$ cat config.mk
export PLATFORM = sky130hd
export DESIGN_NAME = scroll_layer_ctrl
export DESIGN_NICKNAME = d
export VERILOG_FILES = /design/src/rtl/scroll_layer_ctrl.sv
export SDC_FILE = /design/constraint.sdc
export NUM_CORES = 1
export LEC_CHECK = 0
export CAP_MARGIN = 20
export CORE_MARGIN = 8
export CORE_UTILIZATION = 45
export CTS_CLUSTER_DIAMETER = 100
export DETAILED_ROUTE_END_ITERATION = 7
export PLACE_DENSITY = 0.8
export SLEW_MARGIN = 40
export SYNTH_ARGS = -nofsm -noshare
export SYNTH_HDL_FRONTEND = slang
export SYNTH_SLANG_ARGS = --single-unit
$ cat constraint.sdc
create_clock -name clk -period 2.4 [get_ports clk]
set_clock_uncertainty 0.05 [all_clocks]
set_input_delay 0.6 -clock clk [delete_from_list [all_inputs] [get_ports clk]]
set_output_delay 0.6 -clock clk [all_outputs]
set_load 0.02 [all_outputs]
$ cat src/rtl/scroll_layer_ctrl.sv
// Tick-paced vertical scroll controller for one terrain layer.
// Optional pause input: define SCROLL_LAYER_PAUSE_EN.
module scroll_layer_ctrl #(
  parameter int NUM_BLOCKS  = 7,
  parameter int Y_BASE      = 25,
  parameter int SCROLL_DIST = 150,
  parameter int STEP_PX     = 1,
  parameter int TICK_DIV    = 1,
  parameter int DIR_DOWN    = 1
) (
  input  logic                  clk,
  input  logic                  rst_n,
  input  logic                  module_en,
  input  logic                  tick,
  input  logic                  start,
  input  logic                  load,
`ifdef SCROLL_LAYER_PAUSE_EN
  input  logic                  pause,
`endif
  input  logic [NUM_BLOCKS-1:0] layer_map_in,
  input  logic [NUM_BLOCKS-1:0] block_type_in,
  output logic [NUM_BLOCKS-1:0] layer_map_out,
  output logic [NUM_BLOCKS-1:0] block_type_out,
  output logic [7:0]            shift_y,
  output logic [11:0]           ypos,
  output logic                  busy,
  output logic                  done
);

  typedef enum logic [1:0] {
    S_IDLE   = 2'd0,
    S_SCROLL = 2'd1,
    S_END    = 2'd2
  } state_t;

  state_t     state;
  state_t     state_nx;
  logic [7:0] divider;
  logic       pending;
  logic       tick_eff;
  logic       step_go;
  logic       at_end;
  logic       go;
  logic [8:0] sum;

`ifdef SCROLL_LAYER_PAUSE_EN
  assign tick_eff = tick & ~pause;
`else
  assign tick_eff = tick;
`endif

  // 9-bit sum so a large final step never wraps before the clamp
  assign sum     = {1'b0, shift_y} + 9'(STEP_PX);
  assign step_go = (state == S_SCROLL) && tick_eff
                && (divider >= 8'(TICK_DIV - 1));
  assign at_end  = step_go && (sum >= 9'(SCROLL_DIST));
  // load+start together defers the scroll through pending
  assign go      = pending || (start && !load);

  always_ff @(posedge clk or negedge rst_n) begin
    if (!rst_n) begin
      state <= S_IDLE;
    end else if (module_en) begin
      state <= state_nx;
    end
  end

  always_comb begin
    state_nx = state;
    case (state)
      S_IDLE:   if (go) state_nx = S_SCROLL;
      S_SCROLL: if (at_end) state_nx = S_END;
      S_END:    state_nx = S_IDLE;
      default:  state_nx = S_IDLE;
    endcase
  end

  always_comb begin
    busy = (state != S_IDLE);
    done = (state == S_END);
  end

  always_ff @(posedge clk or negedge rst_n) begin
    if (!rst_n) begin
      layer_map_out  <= '0;
      block_type_out <= '0;
      shift_y        <= '0;
      divider        <= '0;
      pending        <= 1'b0;
    end else if (module_en) begin
      case (state)
        S_IDLE: begin
          if (load) begin
            layer_map_out  <= layer_map_in;
            block_type_out <= block_type_in;
          end
          if (go) begin
            shift_y <= '0;
            divider <= '0;
            pending <= 1'b0;
          end else if (start) begin
            pending <= 1'b1;
          end
        end
        S_SCROLL: begin
          if (start) pending <= 1'b1;
          if (step_go) begin
            divider <= '0;
            shift_y <= at_end ? 8'(SCROLL_DIST) : sum[7:0];
          end else if (tick_eff) begin
            divider <= divider + 8'd1;
          end
        end
        S_END: begin
          if (start) pending <= 1'b1;
          shift_y        <= '0;
          layer_map_out  <= layer_map_in;
          block_type_out <= block_type_in;
        end
        default: begin
          shift_y <= '0;
          divider <= '0;
        end
      endcase
    end
  end

  assign ypos = (DIR_DOWN != 0)
              ? 12'(Y_BASE) + {4'd0, shift_y}
              : 12'(Y_BASE) - {4'd0, shift_y};

endmodule
==> key figures <==
Run status
  – Run status: finished clean

Global routing
  – First-pass GRT wire length: 7020 um
  – Pin count of the biggest net entering global routing: 26
  – Vias in the first global route: 1499
  – Remaining Overflow, GRT: 0
  – GRT Total Usage: 0.145
  – Initial antenna violation count: 0

Setup path
  – Worst-path cell chain: inv_1 -> ha_1 -> clkdlybuf4s50_1
  – Reg-to-reg startpoint: shift_y[0]$_DFFE_PN0P_
  – Kind of critical path: flop to output pin
  – CP max FO: 3
  – Slowest cell on crit path: clkdlybuf4s50_1
  – Crit path from: state[0]$_DFFE_PN0P_
  – Arr. time, crit path: 1.66 ns
  – Worst Path Required: 1.75 ns
  – CP Launch Type: flop
  – Worst Setup End Kind: output pin
  – Slowest cell delay on critical path: 0.61 ns

Place
  – Placement Cell Area: 2190 um^2
  – Gpl congestion: 0.888
  – PortBufs: 52
  – Cells after DPL: 255
  – Post-DP HPWL: 3340 um

Timing
  – Max Transition Viols Final: 0
  – WHS: 0.480 ns
  – Fin crit share: 0.961
  – Unrepaired setup endpoints after global routing: no
  – Total Neg Setup Slack: 0 ns
  – Hold Vio Cnt, Final: 0
  – Minimum clock period: 2.31 ns
  – Fmax: 434 MHz
  – Setup violations, final: 0

Die
  – Initial Util: 0.456
  – Die area: 5780 um^2
  – Die height: 76.0 um
  – Die width: 76.0 um
  – Boundary Pins: 56
  – Cell row count: 22
  – Core ar.: 3550 um^2

Clocking
  – Post-CTS sizing: 12
  – CTS Root Cell: clkbuf_4
  – CTS H-tree depth: 1
  – CTS max path bufs: 2
  – Latest clock arrival within the worst-skew pair: 0.33 ns
  – CTS tree: done
  – Clock Sinks: 25
  – Cts bufs inserted: 3
  – Clock slew at reported path FFs: 0.15 ns
  – Post-CTS Setup Repair Bufs: 0
  – Hold buffer count at cts: 0

Route
  – Initial DRC Count: 78
  – WL final: 4120 um
  – Vias: 1372
  – Via/cell ratio: 5.30
  – Antenna violation net count after detailed routing: 0
  – Wire length per cell: 15.9 um
  – Number of detailed-routing iterations run before antenna repair: 6
  – DRC violations left: 0

Cells and area
  – Non-filler cells, final: 259
  – Area Overhead vs Synth: 35.8%
  – Design Area, Final: 2200 um^2
  – Share of post-route cells with drive strength above 1: 0.242
  – Net count, final: 238
  – Post-Route Utilization: 0.620
  – Ant. Diodes: 0

Power
  – Peak supply drop: 0.621 mV
  – PwrDens: 921 nW/um^2
  – Leakage: 0.945 nW

Worst hold path
  – Hold Path Origin: layer_map_out[1]$_DFFE_PN0P_
  – Hold Path Class: flop to flop

Synth
  – Sequential area share after synthesis: 0.386
  – Yosys reg bits: 25
  – Synth Warn #: 0
  – Post-synth EDFFs: 0
  – Post-Syn Area per Cell: 10.6 um^2
  – Synthesized cell area: 1620 um^2
  – Main synth FF type: dfrtp_1
  – Yosys cell types: 46
  – Async SR Flop Fraction: 1.00
  – Synth Instances: 153

Run
  – Max Cap Viol: 0
==> metal layers <==
| metal | vias up | share of wire | GRT usage |
|---|---|---|---|
| met5 | - | 0 | 0 |
| met4 | 0 | 0.012 | 0.0608 |
| met3 | 4 | 0.054 | 0.0224 |
| met2 | 45 | 0.53 | 0.259 |
| met1 | 675 | 0.40 | 0.166 |
| li1 | 648 | - | - |
==> registers in the layout, summed over array words and instances, names as in the netlist <==
signal          cells
shift_y             8
layer_map_out       7
pending             1
state               2
block_type_out      7
==> synth_stat cells, drive strengths merged, types with 4 or more instances <==
library cell | number | area share
nand4 | 4 | 0.025
inv | 7 | 0.016
xor2 | 7 | 0.038
nand2 | 10 | 0.028
nor2 | 13 | 0.032
clkbuf | 6 | 0.035
dfrtp | 25 | 0.39
a21oi | 11 | 0.046
buf | 6 | 0.031
mux2 | 15 | 0.10
ha | 6 | 0.046
o21ai | 6 | 0.025
nand3 | 9 | 0.039
==> where the power goes <==
part | internal [mW] | switching [mW] | total, mW
clock | 0.0638 | 0.134 | 0.198
combinational | 0.545 | 0.589 | 1.13
sequential | 0.580 | 0.116 | 0.696
total | 1.19 | 0.838 | 2.03
==> worst max-delay path: cells and delay by family, from the launching register on <==
| kind | cells | cell delay, ns |
|---|---|---|
| buffers and inverters | 2 | 0.72 |
| adder cells (fa/ha/maj) | 1 | 0.18 |
| flip-flops | 1 | 0.43 |
==> cells in the final DEF (no fill, tap or decap), drive strengths merged, types with 3 or more instances in the layout <==
master	count
inv	7
nand4	4
mux2	15
clkbuf	5
buf	13
nand2	10
o21ai	6
ha	6
conb	3
nand3	9
clkdlybuf4s50	43
dlygate4sd2	6
dfrtp	25
xnor2	3
a21oi	11
xor2	7
nor2	13
o31ai	3
==> kinds of logic (layout without fill, tap and decap cells) <==
group,Yosys count,count (layout),synth area share
DFF,25,25,0.386
other,1,3,0.00231
adders and majority gates,6,6,0.0463
AOI/OAI and AO/OA,31,31,0.152
muxes,15,15,0.104
and+or+nand+nor,46,46,0.168
xor gates and xnor gates,10,10,0.0587
buffers and inverters,19,75,0.0819
==> path summary, 6_finish.rpt <==
| path | endpoint | slack [ns] | cells past startpoint |
|---|---|---|---|
| max | done | 0.09 | 3 |
| min | layer_map_out[1]$_DFFE_PN0P_ | 0.48 | 1 |
| max reg2reg | shift_y[2]$_DFFE_PN0P_ | 0.32 | 8 |
| min reg2reg | layer_map_out[1]$_DFFE_PN0P_ | 0.48 | 1 |
| max in group asynchronous | shift_y[3]$_DFFE_PN0P_ | 1.45 | 2 |
| min in group asynchronous | block_type_out[6]$_DFFE_PN0P_ | 0.57 | 2 |
==> metrics by stage <==
step	power [mW]	setup WS, ns
after floorplan	1.34	0.100
after global placement	1.85	0.0190
after detailed placement	1.88	-0.00384
after CTS	2.05	0.0317
after global routing	2.17	0.00596
final	2.03	0.0942
==> final cells by class <==
| type | instances | area (um^2) |
|---|---|---|
| fillers | 290 | 1350 |
| multi-input cells | 111 | 870 |
| flip-flops and latches | 25 | 627 |
| repair buffers | 64 | 588 |
| well taps | 48 | 60.1 |
| inverters | 7 | 26.3 |
| clock buffers | 3 | 22.5 |
| clock inverters | 1 | 7.51 |
No activity file was read; power rests on OpenSTA's default activity.
